### src/rtl/lfsr64_tick_stepper.sv
// 64-bit Fibonacci LFSR stepped by divider ticks, with a valid/ready output,
// seed loading, lockup guard, overrun reporting and a step counter.
module lfsr64_tick_stepper #(
    parameter logic [63:0] TAPS         = 64'hD800_0000_0000_0000,
    parameter logic [63:0] DEFAULT_SEED = 64'h0000_0000_0000_0001,
    parameter int          CNT_W        = 32
) (
    input  logic             i_clk,
    input  logic             i_rst_n,
    input  logic             i_tick,
    input  logic             i_enable,
    input  logic             i_seed_load,
    input  logic [63:0]      i_seed,
    output logic [63:0]      o_data,
    output logic             o_valid,
    input  logic             i_ready,
    output logic             o_overrun,
    output logic             o_seed_err,
    output logic [CNT_W-1:0] o_steps
);

    typedef enum logic [1:0] {
        IDLE  = 2'd0,
        RUN   = 2'd1,
        STALL = 2'd2
    } fsm_e;

    fsm_e             fsm_q, fsm_d;
    logic [63:0]      state_q, state_d;
    logic [63:0]      data_q, data_d;
    logic             valid_q, valid_d;
    logic             overrun_q, overrun_d;
    logic             seed_err_q, seed_err_d;
    logic [CNT_W-1:0] steps_q, steps_d;

    logic [63:0] next_state;
    logic        slot_free;
    logic        do_step;
    logic        seed_zero;

    // An all-zero state would lock the shifter; restart from the default seed.
    assign next_state = (state_q == 64'd0) ? DEFAULT_SEED
                      : {state_q[62:0], ^(state_q & TAPS)};
    assign slot_free  = !valid_q || i_ready;
    assign seed_zero  = (i_seed == 64'd0);

    always_comb begin
        fsm_d      = fsm_q;
        state_d    = state_q;
        data_d     = data_q;
        valid_d    = valid_q && !i_ready;
        overrun_d  = 1'b0;
        seed_err_d = 1'b0;
        steps_d    = steps_q;
        do_step    = 1'b0;

        if (i_seed_load) begin
            state_d    = seed_zero ? DEFAULT_SEED : i_seed;
            seed_err_d = seed_zero;
            valid_d    = 1'b0;
            steps_d    = '0;
            fsm_d      = i_enable ? RUN : IDLE;
        end else begin
            case (fsm_q)
                IDLE: begin
                    if (i_enable) fsm_d = RUN;
                end
                RUN: begin
                    if (!i_enable) begin
                        fsm_d = IDLE;
                    end else if (i_tick) begin
                        if (slot_free) begin
                            do_step = 1'b1;
                        end else begin
                            overrun_d = 1'b1;
                            fsm_d     = STALL;
                        end
                    end
                end
                STALL: begin
                    if (!i_enable) begin
                        fsm_d = IDLE;
                    end else if (i_ready && valid_q) begin
                        fsm_d   = RUN;
                        do_step = i_tick;
                    end else if (i_tick) begin
                        overrun_d = 1'b1;
                    end
                end
                default: fsm_d = IDLE;
            endcase

            if (do_step) begin
                state_d = next_state;
                data_d  = next_state;
                valid_d = 1'b1;
                steps_d = steps_q + {{(CNT_W-1){1'b0}}, 1'b1};
            end
        end
    end

    always_ff @(posedge i_clk or negedge i_rst_n) begin
        if (!i_rst_n) begin
            fsm_q      <= IDLE;
            state_q    <= DEFAULT_SEED;
            data_q     <= '0;
            valid_q    <= 1'b0;
            overrun_q  <= 1'b0;
            seed_err_q <= 1'b0;
            steps_q    <= '0;
        end else begin
            fsm_q      <= fsm_d;
            state_q    <= state_d;
            data_q     <= data_d;
            valid_q    <= valid_d;
            overrun_q  <= overrun_d;
            seed_err_q <= seed_err_d;
            steps_q    <= steps_d;
        end
    end

    assign o_data     = data_q;
    assign o_valid    = valid_q;
    assign o_overrun  = overrun_q;
    assign o_seed_err = seed_err_q;
    assign o_steps    = steps_q;

endmodule
### config.mk
export PLATFORM = sky130hd
export DESIGN_NAME = lfsr64_tick_stepper
export DESIGN_NICKNAME = d
export VERILOG_FILES = /design/src/rtl/lfsr64_tick_stepper.sv
export SDC_FILE = /design/constraint.sdc
export NUM_CORES = 1
export LEC_CHECK = 0
export ABC_CLOCK_PERIOD_IN_PS = 6400
export CAP_MARGIN = 25
export CORE_MARGIN = 8
export CORE_UTILIZATION = 50
export CTS_CLUSTER_DIAMETER = 40
export DETAILED_ROUTE_END_ITERATION = 12
export PLACE_DENSITY = 0.77
export SYNTH_ARGS = -nofsm -noshare
export SYNTH_HDL_FRONTEND = slang
export SYNTH_SLANG_ARGS = --single-unit
### constraint.sdc
create_clock -name i_clk -period 6.4 [get_ports i_clk]
set_input_delay 0.64 -clock i_clk [delete_from_list [all_inputs] [get_ports i_clk]]
set_output_delay 0.64 -clock i_clk [all_outputs]
set_load 0.01 [all_outputs]
Yosys cells after proc, flatten, opt, wreduce, memory -nomap -nowiden

Index checks and enable logic that the tools add are counted.

$add $sub $neg: 1
Eq/ne operators: 6
Mux-type cells: 33
Bitwise logic cells: 1
Reduce and logical (&&, ||, !) cells: 12

Operators by type and width:

| operator                                             | number |
|---|---|
| 2-to-1 mux 64 bit                                    | 4 |
| logical NOT 64 bit                                   | 2 |
| 2-to-1 mux 32 bit                                    | 2 |
| XOR reduction 64 bit                                 | 1 |
| adder 32 x 1 -> 32 bit (second input constant)       | 1 |
| 2-to-1 mux 1 bit                                     | 17 |
| 2-to-1 mux 2 bit                                     | 7 |
| inequality test 4 bit (second input constant)        | 3 |
| case mux 2 bit (3 select lines)                      | 1 |
| case mux 1 bit (2 select lines)                      | 2 |
| AND reduction 4 bit                                  | 1 |
| inequality test 3 bit (second input constant)        | 1 |
| equality test 2 x 1 -> 1 bit (second input constant) | 1 |
| equality test 2 bit (second input constant)          | 1 |
| logical AND 1 bit                                    | 2 |
| logical NOT 1 bit                                    | 2 |
| logical NOT 2 bit                                    | 1 |
| AND reduction 2 bit                                  | 1 |
| nonzero test 2 bit                                   | 1 |
| logical OR 1 bit                                     | 1 |
| NOT 1 bit                                            | 1 |

Register bits: 165

Depth between registers and ports, before layout

Gate-level depths: netlist of the first run.

Depth after elaboration: 9
Gate-level depth with buffers: 10

Worst setup path after synthesis of the first run

OpenSTA, ideal clock, no wires.

Path kind: reg2reg
Start point: reg fsm_q[0]
End point: reg steps_q[31] (netlist: o_steps[31])
Arrival: 2051 ps
Slack: 4217 ps
Cell stages (with the launch flop): 9
Path buffers: 0
Period minus slack after synthesis: 2183 ps
Cell sequence: dfrtp_1 > inv_1 > ha_1 > or2_2 > a211oi_4 > nand4_1 > nor4_1 > xnor2_1 > nor2_1

Longest elaborated chain between the ends: 4

RTL lines:

| element                                                             | line | text |
|---|---|---|
| from (decl)                                                         | 28   | `fsm_e fsm_q, fsm_d;` |
| from (signal assigned)                                              | 112  | `fsm_q <= fsm_d;` |
| equality test 2 bit or equality test 2 x 1 -> 1 bit (tied branches) | 64   | `case (fsm_q)` |
| case mux 1 bit (2 select lines) *                                   | 64   |  |
| 2-to-1 mux 1 bit *                                                  | 57   | `if (i_seed_load) begin` |
| nonzero test 2 bit (no line) *                                      | -    |  |
| to (signal assigned)                                                | 118  | `steps_q <= steps_d;` |
| to (decl)                                                           | 34   | `logic [CNT_W-1:0] steps_q, steps_d;` |

Mark *: on every way between the ends. The rest lies on a longest branch, timed or not. The select of a mux whose other input is x is not followed.
A chain may end at the register's enable or synchronous reset.

Worst setup path after layout of the first run

Start point: in i_enable
End point: reg data_q[30] (netlist: o_data[30])

Longest elaborated chain between the ends: 4

RTL lines:

| element                                    | line   | text |
|---|---|---|
| from (decl)                                | 11     | `input logic i_enable,` |
| 2-to-1 mux 1 bit, on equally long branches | 81, 69 |  |
| case mux 1 bit (2 select lines) *          | 64     |  |
| 2-to-1 mux 1 bit *                         | 57     |  |
| AND reduction 2 bit (no line) *            | -      |  |
| to (signal assigned)                       | 114    | `data_q <= data_d;` |
| to (decl)                                  | 30     | `logic [63:0] data_q, data_d;` |

Marked as above.

==> results.tsv, run 1 <==
metric	value	unit
status	completed	
Post-CTS Hold Buffers	0	
routed wl met2	9350	um
share of layout cells above drive strength 1	0.128	
Startpoint Class	input pin	
Slew headroom	0.411	
CTS Root Buffer Type	clkbuf_16	
first-pass GRT wire length	31400	um
htree depth	4	
Top Layer Used	met4	
#FFs+latches synth	165	
Pwr Total	3.53	mW
syn_nets	737	
dpl hpwl	13700	um
fmax	0.309	GHz
Net count, final	897	
Max stage delay on crit path	660	ps
sequential share of power	0.429	
Setup Total Neg Slack	0	ps
critical path cell sequence	clkdlybuf4s50_1 -> nand3_1 -> nand2b_1 -> nor2_4 -> buf_4 -> mux2_2	
Initial DRC Count	520	
largest net degree at the start of global routing	99	
Routed WL per cell	19.2	um
Vias/cell	5.71	
Worst-Margin Slew	883	ps
routed wire length	19600	um
setup ws final	3170	ps
grt ovf	0	
Met3 Wirelength	1500	um
commonest cells in the netlist	164 x dfrtp_1, 82 x nand2_1, 69 x o21ai_0	
RSZ-0062 raised after global routing	false	
Yosys top cell by area	dfrtp_1	
Die Y	138	um
post-synthesis sequential area ratio	0.556	
Worst Path Required	6710	ps
Post-synth EDFFs	0	
core footprint	0.0145	mm^2
crit path DAT	3540	ps
vias in the first global route	5985	
worst skew pair latency	430	ps
final setup fails	0	
Resize count post-CTS	0	
switching pwr	1.03	mW
Final Hold Fails	0	
Die ar.	0.0190	mm^2
ys async rst share	1.00	
crit-path max FO	36	
TritonRoute pass-1 iters	5	
vias	5805	
synth top area cells	dfrtp_1 55%, mux2_2 9.5%, mux2i_1 8.2%	
pwr/cell area	358	mW/mm^2
row count	44	
initial antenna violation count	0	
fin crit share	0.505	
Mapped Cells	661	
VDD IR max	0.000209	V
Slowest cell on crit path	nor2_4	
post-route clock skew	9.94	ps
initial core utilization	0.511	
mux share of post-synthesis cell area	0.178	
Cell variety after synth	37	
Synth Area in XOR/XNOR	0.0330	
CTS max path bufs	2	
Clock power frac	0.273	
HP Class	input pin to asynchronous set/reset pin	
met1 WL	8420	um
Layout Cells excl Fill	1017	
Most used DFF post-synth	dfrtp_1	
Mapped Area	0.00743	mm^2
power share of the combinational group	0.298	
io pins	169	
residual DRC count	0	
yosys warns	0	
cts bufs inserted	17	
simple-gate share of the synthesized area	0.133	
min Tclk post-route	3230	ps
GP Congestion	0.845	
Synth Area in Compound Gates	0.0640	
Detail Route Antenna Nets	0	
endpoint class of the critical path	flip-flop	
largest family of logic cells by synthesized area	multiplexers	
Placed Instances	984	
dpl ws	2740	ps
CTS tree	yes	
Int Pwr	2.50	mW
Leakage	3.98	nW
antenna cells	0	
Global Route Usage Sum	0.213	
chip width	138	um
clock sink count	165	
PortBufs	168	
most numerous cell in the Yosys netlist	dfrtp_1	
Area Overhead vs Synth	32.5	%
average instance area after synthesis	11.2	um^2
Setup Buffers After CTS	0	
Reg clk slew, reported paths	60	ps
Synth top area share	0.552	
max-cap viol count	0	
Synth Area in Adders	0.0101	
worst setup path class	input pin to flip-flop	
Sw Share	0.291	
count of pins over their slew limit	0	
## cell usage in the layout (no fill, tap or decap), types with 12 or more instances in the layout
master             n
clkbuf_16         17
mux2i_1           61
inv_1             12
mux2_2            63
o21ai_0           69
nor4_1            31
xnor2_1           18
dfrtp_1          164
nand4_1           14
nand2_1           82
clkdlybuf4s50_1  166
nor2_1            37
## final timing paths
| path | slack, ps | depth (start not counted) | to | start |
|---|---|---|---|---|
| worst max-delay path | 3170 | 6 | o_data[30] | i_enable |
| worst min-delay path | 270 | 1 | o_data[56] | i_rst_n |
| worst max register to register | 3250 | 7 | o_data[30] | fsm_q[1] |
| worst min register to register | 510 | 1 | o_data[19] | o_data[19] |
| max in group asynchronous | 4980 | 3 | state_q[0] | i_rst_n |
| min in group i_clk | 510 | 1 | o_data[19] | o_data[19] |
## cell type report
class	count	area [um^2]
Multi-Input combinational cell	451	3130
Timing Repair Buffer	174	1770
Sequential cell	165	4130
Fill cell	1108	4680
Clock inverter	9	78.8
Tap cell	184	230
Inverter	12	45.0
Clock buffer	22	474
## kinds of logic (layout without fill, tap and decap cells)
kind of cell | count (synthesis) | in the layout
XOR/XNOR | 28 | 28
AND/OR/NAND/NOR | 206 | 206
flip-flops | 165 | 165
adder cells (fa/ha/maj) | 6 | 6
buffers and inverters | 45 | 217
AO/OA/AOI/OAI | 87 | 87
multiplexers | 124 | 124
## routing by layer
metal / vias to the layer above / track usage
li1: 2665 / -
met1: 2909 / 0.278
met2: 206 / 0.336
met3: 25 / 0.0601
met4: 0 / 0.0657
met5: - / 0
## metrics by stage
| stage | cell area (um^2) | hold slack [ps] | utilization |
|---|---|---|---|
| after floorplan | 7430 | 344 | - |
| after global placement | 9240 | 495 | 0.636 |
| after detailed placement | 9240 | 497 | 0.636 |
| after CTS | 9790 | 303 | 0.674 |
| after global routing | 9850 | 329 | 0.678 |
| final | 9850 | 272 | 0.678 |
## sequential cells by signal, indices dropped and copies added, names as in the netlist
register and flops:
o_steps 32, o_overrun 1, o_data 64, state_q 64, fsm_q 2, o_valid 1
o_seed_err 1
## critical path, delay by kind of cell
family / cells / cell delay [ps]
buffers and inverters: 2 / 1150
AND/OR/NAND/NOR: 3 / 1310
multiplexers: 1 / 400
## power groups by stage
stage	Combinational [mW]	Sequential (mW)	Clock [mW]
2_1_floorplan	0.369	1.56	0
3_3_place_gp	1.03	1.51	0
5_1_grt	1.13	1.54	1.02
4_1_cts	1.06	1.51	0.973
6_report	1.05	1.51	0.965
3_5_place_dp	1.06	1.52	0
No activity file was read; power rests on OpenSTA's default activity.
==> inputs of run 2 (changes only) <==
Settings changed: ABC_CLOCK_PERIOD_IN_PS 6400 to 3340.
Clock period 6.4 ns to 3.34 ns, I/O delays scaled along.
==> run 2 against run 1 <==
  * The run now ends with negative hold slack left
  * Combinational power up 93%
  * Power is 100% higher
  * Register-to-register slack got worse by 2500 ps
  * Die area stayed put
  * Final area up 1.5%
  * Global-route usage is essentially flat
  * Core utilization increased by 1.0 points
  * Sequential power rose by 91%
  * Wire length decreased by 0.29%
  * Worst setup slack got worse by 2400 ps
  * Critical path type is now flip-flop to flip-flop
  * Largest cell class unchanged
==> results.tsv, run 2 (synthesis results as in run 1) <==
metric	value	unit
status	complete, but fails checks	
violated checks	negative hold slack	
Pwr Total	7.10	mW
Max stage delay on crit path	440	ps
Post-Route Utilization	0.688	
Leakage	4.04	nW
worst skew pair latency	420	ps
Placed Instances	989	
crit-path max FO	8	
GP Congestion	0.881	
TritonRoute pass-1 iters	5	
fin crit share	0.761	
setup ws final	798	ps
vias in the first global route	6007	
Setup Buffers After CTS	0	
Worst Path Buf+Inv	1	
routed wire length	19500	um
Die ar.	0.0190	mm^2
Slew headroom	0.474	
reg2reg start	fsm_q[0]	
crit path DAT	2880	ps
Vias/cell	5.67	
final setup fails	0	
clock sink count	165	
Post-CTS Hold Buffers	0	
setup slack, reg-to-reg	800	ps
Global Route Usage Sum	0.212	
Reg clk slew, reported paths	60	ps
Placed Area	0.00933	mm^2
endpoint class of the critical path	flip-flop	
grt ovf	0	
Final Hold Fails	27	
core footprint	0.0145	mm^2
Initial DRC Count	381	
initial antenna violation count	0	
Setup Total Neg Slack	0	ps
reg2reg path depth	7	
cts bufs inserted	17	
Startpoint Class	flip-flop	
vias	5788	
Worst-Margin Slew	789	ps
first-pass GRT wire length	31600	um
residual DRC count	0	
critical path cell sequence	inv_1 -> ha_1 -> or2_2 -> a211oi_2 -> nand4_1 -> or3_1 -> a21oi_1	
dpl hpwl	14000	um
initial core utilization	0.511	
R2R Path End	o_steps[28]	
Net count, final	900	
min Tclk post-route	2540	ps
Worst Path Required	3680	ps
RSZ-0062 raised after global routing	false	
most common cell after layout, fill and taps aside	clkdlybuf4s50_1	
PortBufs	168	
CTS tree	yes	
most frequent cells in the layout	166 x clkdlybuf4s50_1, 164 x dfrtp_1, 82 x nand2_1	
HP Class	input pin to asynchronous set/reset pin	
Routed WL per cell	19.1	um
post-route clock skew	7.42	ps
CTS Root Buffer Type	clkbuf_16	
VDD IR max	0.000465	V
hold_ws	-30.7	ps
fillers	1085	
kind of cell adding the most delay to the critical path	simple AND/OR/NAND/NOR gates	
pwr/cell area	710	mW/mm^2
Detail Route Antenna Nets	0	
share of layout cells above drive strength 1	0.131	
Layout Cells excl Fill	1021	
Slowest cell on crit path	a211oi_2	
Resize count post-CTS	0	
row count	44	
antenna cells	0	
worst setup path class	flip-flop to flip-flop	
fin area	0.0100	mm^2
dpl ws	718	ps
io pins	169	
count of pins over their slew limit	0	
fmax	0.393	GHz
htree depth	4	
largest net degree at the start of global routing	87	
chip width	138	um
max-cap viol count	0	
Die Y	138	um
CTS max path bufs	2	
Area Overhead vs Synth	34.6	%
## run 2: cell types whose count changed in the layout (fill, tap and decap cells not counted), sizes merged
cell	before	now
clkbuf	22	25
buf	8	11
bufinv	1	5
clkinv	6	0
## run 2: layout make-up
type,count,area [um^2],share of cell area
sequential,165,4130,0.413
inverter,12,45.0,0.00450
tap,184,230,0.0230
clock buffer,25,505,0.0506
multi-input combinational,451,3130,0.313
timing repair buffer,177,1800,0.180
clock inverter,7,165,0.0165
## run 2: worst reg2reg max path: cells and delay by family (launching register included)
family	cells	cell delay [ps]
fa+ha+maj	1	230
flops	1	390
simple gates	3	1160
buf+inv	1	90
compound gates	2	590
## run 2: where the power goes
part,switching [mW],leakage [nW],internal (mW)
Clock,0.759,0.320,1.43
Combinational,0.812,1.64,1.22
Sequential,0.373,2.08,2.51
## run 2: how the worst max path moves through the flow
stage	cells after the start	to	startpoint	slack [ps]
2_1_floorplan	8	o_steps[31]	fsm_q[0]	1160
3_3_place_gp	6	o_data[22]	i_enable	800
3_5_place_dp	6	o_steps[28]	i_enable	720
4_1_cts	7	o_steps[28]	fsm_q[0]	790
5_1_grt	7	o_steps[28]	fsm_q[0]	550
6_report	7	o_steps[28]	fsm_q[0]	800
## run 2: routing by layer
metal	track usage	wire (um)
met2	0.335	9320
met1	0.279	8450
met4	0.0585	235
met5	0	0
met3	0.0634	1510
==> inputs of run 3 (changes only) <==
Settings changed: ABC_CLOCK_PERIOD_IN_PS 3340 to 2080, CORE_UTILIZATION 50 to 46, PLACE_DENSITY 0.77 to 0.74.
Clock period 3.34 ns to 2.08 ns, I/O delays scaled along.
==> run 3 against run 2 <==
  * The flow finishes with violations (negative setup slack)
  * Cell count is 9.8% higher
  * Die area grew 7.7%
  * Clock skew barely moved
  * Non-clock buffer count grew 72
  * Worst setup slack lost 920 ps
  * Maximum frequency increased by 15%
  * Clock-buffer cell count shrank 1
  * Clock power increased by 33%
  * Combinational power is 84% higher
  * Critical path type unchanged
  * Largest cell class unchanged
  * Highest routed layer unchanged
==> results.tsv, run 3 (synthesis results as in run 1) <==
metric	value	unit
status	complete, but fails checks	
violated checks	negative setup slack	
TritonRoute pass-1 iters	4	
Setup Total Neg Slack	-225	ps
Max stage delay on crit path	580	ps
io pins	169	
CTS tree	yes	
HP Class	input pin to asynchronous set/reset pin	
Layout Cells excl Fill	1121	
Worst Path Required	2390	ps
Detail Route Antenna Nets	0	
crit path DAT	2510	ps
grt ovf	0	
largest net degree at the start of global routing	148	
CTS max path bufs	2	
Die Y	143	um
Net count, final	972	
worst skew pair latency	430	ps
Slew headroom	0.628	
kind of cell adding the most delay to the critical path	simple AND/OR/NAND/NOR gates	
GP Congestion	0.816	
pwr/cell area	1040	mW/mm^2
vias in the first global route	6285	
routed wire length	21600	um
critical path cell sequence	nor4_2 -> buf_4 -> nand4_1 -> or4_4 -> and3_4 -> a221o_1	
vias	6152	
R2R Path End	state_q[63]	
Worst-Margin Slew	558	ps
Reg clk slew, reported paths	60	ps
RSZ-0062 raised after global routing	true	
Placed Instances	1077	
Final Hold Fails	0	
min Tclk post-route	2200	ps
PortBufs	168	
VDD IR max	0.000727	V
Initial DRC Count	417	
Placed Area	0.00988	mm^2
fin crit share	1.06	
Multi-input gate area	0.00332	mm^2
post-route clock skew	7.70	ps
Worst Path Buf+Inv	1	
setup ws final	-124	ps
hold_ws	287	ps
most common cell after layout, fill and taps aside	clkdlybuf4s50_1	
dpl hpwl	15300	um
Post-Route Utilization	0.682	
Pwr Total	11.2	mW
count of pins over their slew limit	0	
CTS Root Buffer Type	clkbuf_16	
chip width	143	um
first-pass GRT wire length	33200	um
initial core utilization	0.469	
worst setup path class	flip-flop to flip-flop	
setup slack, reg-to-reg	-120	ps
Startpoint Class	flip-flop	
Area Overhead vs Synth	45.3	%
Register Area	0.00413	mm^2
Global Route Usage Sum	0.208	
share of layout cells above drive strength 1	0.227	
Routed WL per cell	19.3	um
antenna cells	0	
residual DRC count	0	
Die ar.	0.0205	mm^2
most frequent cells in the layout	166 x clkdlybuf4s50_1, 163 x dfrtp_1, 80 x nand2_1	
fin area	0.0108	mm^2
Vias/cell	5.49	
crit-path max FO	3	
final setup fails	3	
Slowest cell on crit path	or4_4	
reg2reg start	state_q[51]	
clock sink count	165	
reg2reg path depth	6	
fillers	1141	
row count	46	
fmax	0.454	GHz
endpoint class of the critical path	flip-flop	
htree depth	4	
Leakage	4.44	nW
dpl ws	-191	ps
max-cap viol count	0	
cts bufs inserted	17	
initial antenna violation count	0	
core footprint	0.0158	mm^2
## run 3: changes by cell type in the layout (fill, tap and decap cells not counted), sizes merged
cell,before,now
buf,11,79
clkinv,0,1
clkbuf,25,27
dlygate4sd3,0,1
bufinv,5,1
## run 3: worst max path at each step
stage	start	cells past startpoint	to	slack, ps
finish	state_q[51]	6	state_q[63]	-120
floorplan	fsm_q[0]	7	o_steps[28]	-0.8
detailed placement	state_q[17]	6	state_q[63]	-190
global placement	state_q[17]	6	state_q[63]	-140
global route	state_q[51]	6	state_q[63]	-220
CTS	state_q[17]	6	state_q[63]	-100
## run 3: layout make-up
type / count / area share
Clock buffer: 24 / 0.0446
Clock inverter: 4 / 0.00463
Multi-Input combinational cell: 451 / 0.307
Tap cell: 216 / 0.0250
Timing Repair Buffer: 249 / 0.232
Sequential cell: 165 / 0.383
Inverter: 12 / 0.00417
## run 3: routing by layer
| metal | up-vias | global-route usage | wire length [um] |
|---|---|---|---|
| li1 | 2810 | - | - |
| met1 | 3077 | 0.252 | 9050 |
| met2 | 217 | 0.354 | 10700 |
| met3 | 48 | 0.0558 | 1460 |
| met4 | 0 | 0.0677 | 435 |
| met5 | - | 0 | 0 |
## run 3: what timing repair did
item / in CTS / in global routing
setup buffers: 2 / 9
endpoints found under the setup margin: 75 / 87
hold endpoints to repair: 48 / 0
gates cloned: 0 / 4
resized for setup: 9 / 34
hold buffers: 1 / 0
pin swaps: 3 / 11
## run 3: power breakdown
group / switching (mW) / internal [mW]
Combinational: 1.47 / 2.26
Sequential: 0.572 / 4.03
Clock: 1.19 / 1.71
## run 3: worst reg2reg max path, stage by stage (launching register included)
cell,delay (ps)
dfrtp_1,390
nor4_2,350
buf_4,170
nand4_1,140
or4_4,580
and3_4,190
a221o_1,270
